**src/rtl/stopwatch_pkg.sv**
```systemverilog
// stopwatch_pkg: shared state encoding and default button-conditioning timing
// for the CNT60 stopwatch control sequencer.
package stopwatch_pkg;
  typedef enum logic [1:0] {
    IDLE  = 2'd0,
    RUN   = 2'd1,
    LAP   = 2'd2,
    PAUSE = 2'd3
  } state_t;
  // 10 ms of stable input at 12 MHz
  localparam int DEB_CYCLES_DEF = 120000;
  localparam int DEB_W_DEF      = 17;
  function automatic logic is_counting(input state_t s);
    return (s == RUN) || (s == LAP);
  endfunction
endpackage

```
**src/rtl/btn_cond.sv**
```systemverilog
// btn_cond: 2-FF synchroniser, counter debounce and one-cycle press detect
// for a single raw active-high push-button.
module btn_cond
  import stopwatch_pkg::*;
#(
  parameter int DEB_CYCLES = DEB_CYCLES_DEF,
  parameter int DEB_W      = DEB_W_DEF
) (
  input  logic clk_i,
  input  logic rst_ni,
  input  logic btn_i,
  output logic press_o
);
  logic [1:0]       sync_q;
  logic             lvl_q, lvl_d, prev_q, press_q, differ, done;
  logic [DEB_W-1:0] cnt_q, cnt_d;
  // any sample matching the accepted level restarts the stability count
  always_comb begin
    differ = sync_q[1] != lvl_q;
    done   = differ && (cnt_q == DEB_W'(DEB_CYCLES - 1));
    lvl_d  = done ? sync_q[1] : lvl_q;
    cnt_d  = (!differ || done) ? '0 : cnt_q + 1'b1;
  end
  always_ff @(posedge clk_i or negedge rst_ni) begin
    if (!rst_ni) begin
      sync_q  <= '0;
      lvl_q   <= 1'b0;
      cnt_q   <= '0;
      prev_q  <= 1'b0;
      press_q <= 1'b0;
    end else begin
      sync_q  <= {sync_q[0], btn_i};
      lvl_q   <= lvl_d;
      cnt_q   <= cnt_d;
      prev_q  <= lvl_q;
      press_q <= lvl_q & ~prev_q;
    end
  end
  assign press_o = press_q;
endmodule

```
**src/rtl/stopwatch_ctrl.sv**
```systemverilog
// stopwatch_ctrl: run/lap/pause/idle sequencer that gates the 1 Hz tick into
// the CNT60 counter chain and drives its clear and display-hold controls.
module stopwatch_ctrl
  import stopwatch_pkg::*;
#(
  parameter int DEB_CYCLES = DEB_CYCLES_DEF,
  parameter int DEB_W      = DEB_W_DEF
) (
  input  logic CLK,
  input  logic RESET_N,
  input  logic SEC_EN,
  input  logic BTN_SS,
  input  logic BTN_LAP,
  input  logic BTN_CLR,
  output logic CNT_EN,
  output logic CNT_CLR,
  output logic HOLD,
  output logic RUN_LED
);
  state_t state_q, state_d;
  logic   ss_p, lap_p, clr_p;
  logic   cnt_en_q, cnt_en_d, cnt_clr_q, cnt_clr_d, hold_q, hold_d, run_q, run_d;

  btn_cond #(.DEB_CYCLES(DEB_CYCLES), .DEB_W(DEB_W)) u_ss (
    .clk_i(CLK), .rst_ni(RESET_N), .btn_i(BTN_SS), .press_o(ss_p)
  );
  btn_cond #(.DEB_CYCLES(DEB_CYCLES), .DEB_W(DEB_W)) u_lap (
    .clk_i(CLK), .rst_ni(RESET_N), .btn_i(BTN_LAP), .press_o(lap_p)
  );
  btn_cond #(.DEB_CYCLES(DEB_CYCLES), .DEB_W(DEB_W)) u_clr (
    .clk_i(CLK), .rst_ni(RESET_N), .btn_i(BTN_CLR), .press_o(clr_p)
  );

  always_ff @(posedge CLK or negedge RESET_N) begin
    if (!RESET_N) begin
      state_q   <= IDLE;
      cnt_en_q  <= 1'b0;
      cnt_clr_q <= 1'b0;
      hold_q    <= 1'b0;
      run_q     <= 1'b0;
    end else begin
      state_q   <= state_d;
      cnt_en_q  <= cnt_en_d;
      cnt_clr_q <= cnt_clr_d;
      hold_q    <= hold_d;
      run_q     <= run_d;
    end
  end

  // CLR only matters while stopped, so a CLR pulse never masks SS in RUN/LAP
  always_comb begin
    state_d = state_q;
    case (state_q)
      IDLE:    state_d = clr_p ? IDLE  : ss_p ? RUN   : IDLE;
      RUN:     state_d = ss_p  ? PAUSE : lap_p ? LAP  : RUN;
      LAP:     state_d = ss_p  ? PAUSE : lap_p ? RUN  : LAP;
      PAUSE:   state_d = clr_p ? IDLE  : ss_p ? RUN   : PAUSE;
      default: state_d = IDLE;
    endcase
  end

  // the tick is gated by the pre-transition state
  always_comb begin
    cnt_en_d  = SEC_EN && is_counting(state_q);
    cnt_clr_d = clr_p && (state_q == IDLE || state_q == PAUSE);
    hold_d    = state_d == LAP;
    run_d     = is_counting(state_d);
  end

  assign CNT_EN  = cnt_en_q;
  assign CNT_CLR = cnt_clr_q;
  assign HOLD    = hold_q;
  assign RUN_LED = run_q;
endmodule

```
**config.mk**
```make
export PLATFORM = sky130hd
export DESIGN_NAME = stopwatch_ctrl
export DESIGN_NICKNAME = d
export VERILOG_FILES = /design/src/rtl/stopwatch_pkg.sv /design/src/rtl/btn_cond.sv /design/src/rtl/stopwatch_ctrl.sv
export SDC_FILE = /design/constraint.sdc
export NUM_CORES = 1
export LEC_CHECK = 0
export CELL_PAD_IN_SITES_DETAIL_PLACEMENT = 0
export CELL_PAD_IN_SITES_GLOBAL_PLACEMENT = 1
export CORE_AREA = 2 2 109 111
export CTS_BUF_LIST = sky130_fd_sc_hd__clkbuf_16
export DETAILED_ROUTE_END_ITERATION = 8
export DIE_AREA = 0 0 111 113
export GPL_TIMING_DRIVEN = 0
export MAX_ROUTING_LAYER = met4
export PLACE_DENSITY = 0.58
export SETUP_SLACK_MARGIN = 0.3
export SYNTH_ARGS = -nofsm -noshare
export SYNTH_HDL_FRONTEND = slang
export SYNTH_SLANG_ARGS = --single-unit
```
**constraint.sdc**
```tcl
create_clock -name CLK -period 3 [get_ports CLK]
set_input_delay 0.75 -clock CLK [delete_from_list [all_inputs] [get_ports CLK]]
set_output_delay 0.75 -clock CLK [all_outputs]
set_load 0.005 [all_outputs]
```
==> reports/results.tsv, run 1 <==
metric	value	unit
outcome	finished, final reports clean	
Final min period	1890	ps
n_diodes	0	
Starting Density	29.8	%
Num CTS Buffers	9	
core area	11300	um^2
share of layout cells above drive strength 1	9.44	%
Clock Tree Buf Depth	2	
antenna violations before repair	0	
Tot GR Track Use	11.1	%
Yosys top cell by area	dfrtp_1	
area share of the largest cell type after synthesis	53.6	%
routability cong.	0.750	
critical path's slowest cell	clkdlybuf4s50_1	
nets	349	
number of flops mapped to enable cells by yosys	0	
crit-path max FO	1	
io pins	10	
Pleak	0.00161	uW
vias	2225	
first-pass GRT wire length	10900	um
DIE AREA	12500	um^2
fmax	529	MHz
Worst Setup End Kind	output port	
Critical Path Source Type	flop	
Layout Cells excl Fill	482	
Setup TNS Final	0	ps
clock sinks	72	
Post-Place Cells	467	
synth top area cells	dfrtp_1 54%, xnor2_1 8.6%, nor2_1 6.4%	
Seq/Total Area, Yosys	53.6	%
Hold Fails Final Rpt	0	
crit-path cells	clkdlybuf4s50_1	
Syn. warnings	0	
syn_nets	328	
Post-CTS Hold Fix Bufs	0	
post-synthesis register bit count	72	
Rel. slew slack	70.6	%
final period utilization	63.0	%
clk slew on worst S/H paths	60	ps
Hold WS	347	ps
Peak VDD IR	0.000226	V
clock root buffer	clkbuf_16	
Worst Skew	8.09	ps
Iter 0 DRT Violations	104	
syn avg cell area	10.7	um^2
Post-Route WL	6120	um
Final Util	35.0	%
Detail Route Antenna Nets	0	
Syn Inst Count	314	
count of final setup violators	0	
DRC	0	
PostCTS Resize Cnt	0	
WP buf/inv	1	
RSZ-0062 raised after global routing	no	
I/O Buffers	9	
gr ovfl total	0	
Slew @ Worst Pin	441	ps
fraction of registers with async set/reset	100	%
Syn-to-layout area delta	17.3	%
Worst path top cell family by delay	buffers and inverters	
clock latency on the worst-skew pair	330	ps
CP peak stage delay	490	ps
critical path class	reg -> out	
Row Count	39	
Power Density	533	nW/um^2
synth unique cells	41	
worst hold path type	reg -> reg	
CTS tree	built	
vias per inst	4.62	
Cell Area, Synth	3360	um^2
dominant synthesized flop cell	dfrtp_1	
Detail Placement HPWL	4170	um
max-slew violations	0	
setup bufs post-CTS	0	
worst slack at placement	1080	ps
vias in the first global route	2259	
max-cap violation count	0	
post-route setup slack	1110	ps
pin count of the biggest net entering global routing	45	
drt pass-1 iters	4	
Die X	111	um
Die Y	113	um
worst endpoint required time	2250	ps
DR WL/cell	12.7	um
arrival time at the worst endpoint	1140	ps
# H-tree levels	3	
sequential cells by signal, summed over array words and instances (netlist names), 2 cells and up:
| signal | flops |
|---|---|
| u_lap.cnt_q | 17 |
| u_clr.cnt_q | 17 |
| u_ss.cnt_q | 17 |
| u_lap.sync_q | 2 |
| u_ss.sync_q | 2 |
| u_clr.sync_q | 2 |
| state_q | 2 |
where the power goes:
group          switching (uW)  internal (uW)  leakage [uW]
Clock                     399            635      0.000141
Combinational            43.5           25.4      0.000482
Sequential               13.5            985      0.000985
per-layer routing:
metal	part of all wire [%]	up-vias	track usage, %	wire [um]
met5	0	-	-	0
met3	2.3	10	2.57	141
met4	1.7	0	4.67	107
li1	-	1125	-	-
met2	45	16	16.8	2740
met1	51	1074	14.4	3140
cells in the mapped netlist (2+ instances only):
cell       n
mux2_2     3
nand4_1   15
nand3b_1   2
a21o_1     2
ha_1       8
nor2b_1    4
and2_1     2
and4_1     3
xnor2_1   33
dfrtp_1   72
a21oi_1    3
nor3_1    13
nor4_1    12
buf_6      2
o21ai_0    4
o31ai_4    2
or3_1      2
xor2_1    13
nand3_1   15
inv_1     10
nand2_1   16
nor2_1    57
nor4bb_1   2
nand4_2    2
layout make-up:
cell class | instances | area, um^2
fill | 1138 | 7330
sequential | 72 | 1800
multi-input combinational | 227 | 1480
clock buffer | 9 | 225
tap | 143 | 179
timing repair buffer | 10 | 115
clock inverter | 6 | 61.3
buffer | 5 | 40.0
inverter | 10 | 37.5
layout by cell type (no fill, tap or decap), types with 2 or more instances in the layout:
| master | n |
|---|---|
| clkinv_2 | 3 |
| or3_1 | 2 |
| inv_1 | 10 |
| dfrtp_1 | 72 |
| nand4_1 | 15 |
| nor4bb_1 | 2 |
| buf_6 | 2 |
| nor3_1 | 13 |
| o21ai_0 | 4 |
| nand2_1 | 16 |
| a21o_1 | 2 |
| nor2_1 | 57 |
| xor2_1 | 13 |
| a21oi_1 | 3 |
| nand4_2 | 2 |
| clkbuf_16 | 9 |
| xnor2_1 | 33 |
| nand3_1 | 15 |
| mux2_2 | 3 |
| buf_4 | 2 |
| o31ai_4 | 2 |
| and2_1 | 2 |
| nand3b_1 | 2 |
| and4_1 | 3 |
| nor2b_1 | 4 |
| nor4_1 | 12 |
| ha_1 | 8 |
| clkdlybuf4s50_1 | 8 |
cells by family after synthesis:
logic type	count (synthesis)	share of synthesized area (%)
AOI/OAI and AO/OA	15	3.65
xor gates and xnor gates	46	12.0
adders and majority gates	8	2.98
buffers and inverters	15	2.31
DFF	72	53.6
muxes	4	1.30
and+or+nand+nor	154	24.2
final timing paths:
check / from / endpoint / slack, ps / cells past startpoint
worst max-delay path: HOLD$_DFF_PN0_ / HOLD / 1110 / 1
worst min-delay path: u_ss.sync_q[0]$_DFF_PN0_ / u_ss.sync_q[1]$_DFF_PN0_ / 350 / 0
worst max register to register: u_lap.cnt_q[0]$_DFF_PN0_ / u_lap.cnt_q[10]$_DFF_PN0_ / 1130 / 6
worst min register to register: u_ss.sync_q[0]$_DFF_PN0_ / u_ss.sync_q[1]$_DFF_PN0_ / 350 / 0
max in group asynchronous: RESET_N / u_clr.cnt_q[12]$_DFF_PN0_ / 2090 / 2
min in group asynchronous: RESET_N / u_ss.cnt_q[12]$_DFF_PN0_ / 360 / 1
metrics by stage:
step,power [uW],instance area [um^2]
after global placement,1080,3630
after detailed placement,1090,3650
after floorplan,1050,3360
after CTS,2140,3940
after global routing,2190,3940
final,2100,3940
Power figures use the tool's default switching activity.
==> inputs of run 2 (changes only) <==
--- a/config.mk
+++ b/config.mk
@@ -13,7 +13,7 @@
 export DIE_AREA = 0 0 111 113
 export GPL_TIMING_DRIVEN = 0
 export MAX_ROUTING_LAYER = met4
-export PLACE_DENSITY = 0.58
+export PLACE_DENSITY = 0.6
 export SETUP_SLACK_MARGIN = 0.3
 export SYNTH_ARGS = -nofsm -noshare
 export SYNTH_HDL_FRONTEND = slang
==> constraint.sdc (replaced) <==
create_clock -name CLK -period 1.5 [get_ports CLK]
set_input_delay 0.375 -clock CLK [delete_from_list [all_inputs] [get_ports CLK]]
set_output_delay 0.375 -clock CLK [all_outputs]
set_load 0.005 [all_outputs]
==> run 2 against run 1 <==
  * The run now ends with negative setup slack left
  * Sequential power up 100%
  * Power up 110%
  * Sequential share of layout area down 6.4 points
  * Routed wire length up 12%
  * Flip-flop and latch count unchanged
  * Clock power up 110%
  * Clock-buffer cell count unchanged
  * First-iteration DRC count up 46%
  * Register-to-register slack worse by 1200 ps
  * Non-clock buffer count up 35
  * Critical path type is now reg -> reg
==> reports/results.tsv, run 2 (same netlist as run 1, synthesis figures left out) <==
metric	value	unit
Setup TNS Final	-3020	ps
most frequent cells in the layout	64 x dfrtp_1, 33 x xnor2_1, 30 x nor2_2	
vias per inst	4.69	
Crit. Startpoint	u_ss.cnt_q[6]$_DFF_PN0_	
Largest regs	u_clr.cnt_q (17), u_lap.cnt_q (17), u_ss.cnt_q (17)	
Tot GR Track Use	12.2	%
sequential power share	45.7	%
Post-Route WL	6880	um
vias	2429	
drt pass-1 iters	4	
Critical Path Source Type	flop	
critical path's slowest cell	dfrtp_2	
n_diodes	0	
# H-tree levels	3	
clock network fraction of total power	48.5	%
antenna violations before repair	0	
DRC	0	
Hold Fails Final Rpt	0	
Reg-to-Reg Start	u_ss.cnt_q[6]$_DFF_PN0_	
Peak VDD IR	0.000575	V
Row Count	39	
Final min period	1600	ps
Rel. slew slack	78.0	%
Min-Delay Path Depth	0	
Detail Route Antenna Nets	0	
Hold WS	351	ps
worst endpoint required time	1710	ps
Worst Setup End Kind	flop	
routability cong.	0.767	
Die Y	113	um
Clock Tree Buf Depth	2	
Worst Skew	6.72	ps
CTS tree	built	
Slew @ Worst Pin	326	ps
clk slew on worst S/H paths	60	ps
I/O Buffers	9	
Num CTS Buffers	9	
max-cap violation count	0	
outcome	finished with violations	
crit-path max FO	5	
clock root buffer	clkbuf_16	
Power Density	951	nW/um^2
vias in the first global route	2484	
share of total power in combinational logic	5.8	%
min-delay src	u_ss.sync_q[0]$_DFF_PN0_	
CP peak stage delay	430	ps
clock sinks	72	
fmax	625	MHz
worst hold path type	reg -> reg	
Starting Density	29.8	%
worst reg2reg setup slack	-100	ps
worst slack at placement	-301	ps
Iter 0 DRT Violations	152	
critical path class	reg -> reg	
nets	384	
io pins	10	
gr ovfl total	0	
core area	11300	um^2
total net switching power	994	uW
worst reg-to-reg path cell count	6	
Sw Ratio	22.7	%
final period utilization	107	%
Die X	111	um
Internal Pwr Total	3380	uW
arrival time at the worst endpoint	1810	ps
WHS Endpoint	u_ss.sync_q[1]$_DFF_PN0_	
max-slew violations	0	
commonest non-fill, non-tap cell in the layout	dfrtp_1	
DIE AREA	12500	um^2
violated checks	negative setup slack	
crit-path cells	and4bb_2, nand4_4, o31ai_4, buf_6, buf_8, nor2_4	
post-route setup slack	-99.4	ps
DR WL/cell	13.3	um
RSZ-0062 raised after global routing	yes	
RR Endpoint	u_ss.cnt_q[10]$_DFF_PN0_	
Pleak	0.00181	uW
count of final setup violators	52	
share of layout cells above drive strength 1	36.8	%
Tot Pwr	4380	uW
pin count of the biggest net entering global routing	53	
Detail Placement HPWL	4150	um
clock latency on the worst-skew pair	330	ps
first-pass GRT wire length	12100	um
Syn-to-layout area delta	37.0	%
[run 2: cell count changes in the layout (fill, tap and decap cells not counted), moves of 5 or more]
cell and delta:
dfrtp_1 -8, ha_1 -7, buf_6 +10, buf_4 +20
dfrtp_2 +8, nor2_1 -33, nor2_2 +30, ha_4 +5
[run 2: worst max-delay path: cells and delay by family (launching register included)]
kind,cells,cell delay [ps]
AO/OA/AOI/OAI,1,260
buffers and inverters,2,320
AND/OR/NAND/NOR,3,460
flip-flops,1,430
[run 2: power groups by stage]
stage,Sequential [uW],Combinational [uW],Clock [uW]
2_1_floorplan,2030,76.1,0
6_report,2000,256,2120
4_1_cts,2000,232,2180
3_5_place_dp,2040,156,0
5_1_grt,2000,285,2260
3_3_place_gp,2040,146,0
[run 2: worst max-delay path by stage]
stage,slack [ps],endpoint
3_3_place_gp,-2800,u_ss.cnt_q[5]$_DFF_PN0_
3_5_place_dp,-300,u_lap.cnt_q[11]$_DFF_PN0_
5_1_grt,-170,u_clr.cnt_q[13]$_DFF_PN0_
2_1_floorplan,-50,u_lap.cnt_q[0]$_DFF_PN0_
4_1_cts,-110,u_lap.cnt_q[10]$_DFF_PN0_
6_report,-100,u_ss.cnt_q[10]$_DFF_PN0_
[run 2: routing by layer]
metal | GRT usage, % | part of all wire [%] | vias to the layer above
li1 | - | - | 1198
met1 | 16.0 | 50 | 1196
met2 | 19.1 | 46 | 24
met3 | 2.04 | 2.0 | 11
met4 | 4.75 | 1.6 | 0
met5 | - | 0 | -
[run 2: per-stage QoR]
step                area, um^2  utilization (%)  instances
floorplan                 3480                -        314
global placement          3750             33.2        466
detailed placement        3770             33.5        467
CTS                       4370             38.8        508
global route              4600             40.8        518
finish                    4600             40.8        518
[run 2: repair_timing]
action	in CTS	in global routing
setup endpoints to repair	61	61
gates resized for setup	54	39
pin swaps	16	11
cloned	2	1
endpoints found under the hold margin	20	0
setup buffers	22	9
hold buffers	1	0
[run 2: layout make-up]
class                      instances  area, um^2
inverter                          10        37.5
multi-input combinational        227        1780
timing repair buffer              45         435
fill                            1067        6670
tap                              143         179
clock inverter                     7        73.8
buffer                             5        66.3
clock buffer                       9         225
sequential                        72        1810
